[config.mk]
export PLATFORM = sky130hd
export DESIGN_NAME = dice_datapath
export DESIGN_NICKNAME = d
export VERILOG_FILES = /design/src/rtl/dice_pkg.sv /design/src/rtl/die_counter.sv /design/src/rtl/dice_datapath.sv
export SDC_FILE = /design/constraint.sdc
export NUM_CORES = 1
export LEC_CHECK = 0
export ABC_AREA = 1
export BUFFER_PORTS_ARGS = -buffer_cell sky130_fd_sc_hd__buf_4
export CAP_MARGIN = 20
export CORE_MARGIN = 1
export CORE_UTILIZATION = 54
export DETAILED_ROUTE_END_ITERATION = 10
export PLACE_DENSITY = 0.8
export SETUP_SLACK_MARGIN = 0.1
export SYNTH_ARGS = -nofsm -noshare
export SYNTH_HDL_FRONTEND = slang
export SYNTH_HIERARCHICAL = 1
export SYNTH_SLANG_ARGS = --single-unit
[constraint.sdc]
create_clock -name clk -period 2.6 [get_ports clk]
set_input_delay 0.39 -clock clk [delete_from_list [all_inputs] [get_ports clk]]
set_output_delay 0.39 -clock clk [all_outputs]
set_load 0.05 [all_outputs]
[src/rtl/dice_pkg.sv]
// Shared constants for the dice game: die range, sum width and the sums
// that the controller cares about.
package dice_pkg;

  localparam logic [2:0] DIE_MIN = 3'd1;
  localparam logic [2:0] DIE_MAX = 3'd6;

  localparam int SUM_W = 4;

  localparam logic [SUM_W-1:0] SUM_2  = 4'd2;
  localparam logic [SUM_W-1:0] SUM_3  = 4'd3;
  localparam logic [SUM_W-1:0] SUM_7  = 4'd7;
  localparam logic [SUM_W-1:0] SUM_11 = 4'd11;
  localparam logic [SUM_W-1:0] SUM_12 = 4'd12;

endpackage

[src/rtl/die_counter.sv]
// One die: counts DIE_MIN..DIE_MAX while enabled, flags the wrap back to
// DIE_MIN so a second die can be chained off it.
module die_counter
  import dice_pkg::*;
(
  input  logic       clk,
  input  logic       reset,
  input  logic       en,
  output logic [2:0] value,
  output logic       wrap
);

  logic [2:0] value_q;
  logic [2:0] value_d;

  always_comb begin
    value_d = value_q;
    if (en) begin
      value_d = (value_q == DIE_MAX) ? DIE_MIN : value_q + 3'd1;
    end
  end

  always_ff @(posedge clk) begin
    if (reset) begin
      value_q <= DIE_MIN;
    end else begin
      value_q <= value_d;
    end
  end

  assign value = value_q;
  assign wrap  = en & (value_q == DIE_MAX);

endmodule

[src/rtl/dice_datapath.sv]
// Dice datapath: two chained die counters, sum decode for the controller,
// the saved point and a saturating count of completed rolls.
module dice_datapath
  import dice_pkg::*;
#(
  parameter int ROLL_CNT_W = 8
) (
  input  logic                  clk,
  input  logic                  reset,
  input  logic                  Roll,
  input  logic                  sp,
  input  logic                  clr,
  output logic [2:0]            die1,
  output logic [2:0]            die2,
  output logic [SUM_W-1:0]      sum,
  output logic [SUM_W-1:0]      point,
  output logic                  point_valid,
  output logic                  D7,
  output logic                  D11,
  output logic                  D2312,
  output logic                  EQ,
  output logic [ROLL_CNT_W-1:0] roll_cnt
);

  localparam logic [ROLL_CNT_W-1:0] ROLL_CNT_MAX = {ROLL_CNT_W{1'b1}};

  logic die1_wrap;
  logic die2_wrap;

  die_counter u_die1 (
    .clk   (clk),
    .reset (reset),
    .en    (Roll),
    .value (die1),
    .wrap  (die1_wrap)
  );

  die_counter u_die2 (
    .clk   (clk),
    .reset (reset),
    .en    (die1_wrap),
    .value (die2),
    .wrap  (die2_wrap)
  );

  logic                  unused_wrap;
  logic [SUM_W-1:0]      point_q, point_d;
  logic                  point_valid_q, point_valid_d;
  logic                  roll_q, roll_d;
  logic [ROLL_CNT_W-1:0] roll_cnt_q, roll_cnt_d;
  logic                  roll_fall;

  assign unused_wrap = die2_wrap;

  assign sum   = {1'b0, die1} + {1'b0, die2};
  assign D7    = (sum == SUM_7);
  assign D11   = (sum == SUM_11);
  assign D2312 = (sum == SUM_2) | (sum == SUM_3) | (sum == SUM_12);
  assign EQ    = point_valid_q & (sum == point_q);

  assign roll_fall = roll_q & ~Roll;

  // clr takes priority over both sp and a coincident roll completion.
  always_comb begin
    point_d       = point_q;
    point_valid_d = point_valid_q;
    roll_cnt_d    = roll_cnt_q;
    roll_d        = Roll;
    if (clr) begin
      point_d       = '0;
      point_valid_d = 1'b0;
      roll_cnt_d    = '0;
    end else begin
      if (sp) begin
        point_d       = sum;
        point_valid_d = 1'b1;
      end
      if (roll_fall && (roll_cnt_q != ROLL_CNT_MAX)) begin
        roll_cnt_d = roll_cnt_q + 1'b1;
      end
    end
  end

  always_ff @(posedge clk) begin
    if (reset) begin
      point_q       <= '0;
      point_valid_q <= 1'b0;
      roll_q        <= 1'b0;
      roll_cnt_q    <= '0;
    end else begin
      point_q       <= point_d;
      point_valid_q <= point_valid_d;
      roll_q        <= roll_d;
      roll_cnt_q    <= roll_cnt_d;
    end
  end

  assign point       = point_q;
  assign point_valid = point_valid_q;
  assign roll_cnt    = roll_cnt_q;

endmodule
==> summary.txt <==
Floorplanning
  – Row count: 16
  – Starting Density: 0.574
  – Die W: about 47 um
  – Core box area: between 1500 and 2000 sq um
  – Die height: between 40 and 50 um
  – Die Footprint: between 2000 and 2500 sq um
  – IO Count: 32

Drt
  – Total routed wirelength: roughly 2600 um
  – Vias per cell: between 4 and 5
  – Wire length on met1: approximately 1200 um
  – Via count: ~1200
  – Drt first-iter violations: 50
  – WL/cell: 10.9 um
  – Antenna-violating nets left: 0
  – Met3 Wirelength: ~100 um
  – Top sig layer: met4
  – # DRC: 0
  – Drt first pass iters: 4
  – Met2 WL: approximately 1300 um

Critical path
  – Critical path class: reg2out
  – Worst Path Arrival: 2050 ps
  – R2R setup slack: roughly 1100 ps
  – Crit end category: output pin
  – Worst path required time: 2210 ps
  – Startpoint Class: flip-flop
  – Crit-path max FO: 4

Power
  – P_leak: about 0.0007 uW
  – Peak VDD IR: roughly 0.48 mV
  – PD cells: about 470 nW/um^2

STA
  – Final setup viols: 0
  – Fmax: slightly above 400 MHz
  – Max-slew violation count: 0
  – Worst-margin pin slew: ~350 ps
  – Clock period minus worst slack: about 2400 ps
  – Final period util: 0.939
  – RSZ-0062 raised after global routing: yes
  – Final hold vios: 0
  – Setup TNS: 0 ps
  – Setup WS post-layout: 160 ps
  – Worst-case clock skew: 2.11 ps
  – Slew HR: 0.762

Run
  – Max Cap Violations: 0

Status
  – Outcome: completed

Place
  – DP Cell Count: between 200 and 250
  – HPWL Detailed: 1950 um
  – Setup WS pre-CTS: ~350 ps
  – RD Place Congestion: 0.858
  – Port bufs: 31

Final layout
  – Area growth syn-to-layout: 36.3%
  – N_diodes: 0
  – Final std cells w/o fill: approximately 240
  – Share of post-route cells with drive strength above 1: 0.276
  – Sequential cell area: about 410 sq um
  – Fin nets: around 220
  – Fillers: 164
  – Multi-input gate area: 652 sq um
  – Most common cell after layout, fill and taps aside: nand2_1
  – Most frequent cells in the layout: 43 x nand2_1, 33 x buf_4, 28 x nor2_1

CTS
  – Clk pin slew, worst setup/hold paths: about 120 ps
  – Worst-skew pair later-pin latency: 300 ps
  – CTS buffer count: 3
  – CTS sink count: 20
  – Clk buf depth: 2
  – H-tree level count: 1
  – CTS tree: done
  – Root Driver: clkbuf_4

Global routing
  – Antenna violations before repair: 0
  – Pin count of the biggest net entering global routing: 14
  – Remaining global-route overflow: 0
  – All-Layer GR Usage: 0.228
  – First-pass GRT wire length: roughly 3600 um
  – Vias in the first global route: 860

Hold path
  – Hold crit path type: in2reg

Synth
  – Avg Cell Area, Syn: roughly 6.4 sq um
  – Gate count of the mapped netlist: 173
  – Post-synth net total: 183
  – Synthesized area: 1110 sq um
  – Ys Warns: 6
worst max-delay path: stages (launching register included):
cell and delay [ps]:
dfxtp_4 380, ha_4 170, fa_2 610, xor2_1 90
nor2_1 100, nand3_1 120, nor2_4 130, buf_8 150
repair_timing:
action / 4_1_cts / 5_1_grt
hold buffers: 0 / 0
setup buffers: 1 / 3
endpoints found under the setup margin: 1 / 4
cloned: 0 / 0
gates resized for setup: 0 / 6
pin swaps: 1 / 6
cell type report:
| class | count | area share |
|---|---|---|
| Sequential cell | 20 | 0.269 |
| Inverter | 27 | 0.0692 |
| Timing Repair Buffer | 35 | 0.186 |
| Multi-Input combinational cell | 124 | 0.429 |
| Clock buffer | 4 | 0.0239 |
| Tap cell | 27 | 0.0222 |
worst paths after layout:
check	startpoint	endpoint	depth (start not counted)
max	u_die1/value[0]	EQ	7
min	reset	roll_q	2
max reg2reg	u_die1/value[0]	point[1]	5
min reg2reg	roll_cnt[6]	roll_cnt[6]	2
through the flow:
stage,hold WS (ps),utilization,area (sq um),total power (uW)
after global placement,472,0.730,1420,511
after floorplan,462,-,1170,468
after global routing,243,0.782,1520,745
final,254,0.782,1520,713
after detailed placement,487,0.730,1420,515
after CTS,249,0.759,1470,709
flip-flops by register name, summed over array words and instances, names as in the netlist:
register / cells
point: 4
point_valid: 1
roll_cnt: 8
roll_q: 1
u_die1/value: 3
u_die2/value: 3
report_power, final:
group / switching, uW / total, uW / internal, uW
Combinational: 133 / 204 / 70.8
Sequential: 9.83 / 324 / 314
Clock: 99.6 / 185 / 85.3
per-layer routing:
layer,global-route usage,vias to the layer above
li1,-,615
met1,0.289,521
met2,0.381,34
met3,0.0566,4
met4,0.0686,0
met5,0,-
(Power assumes the default switching activity.)
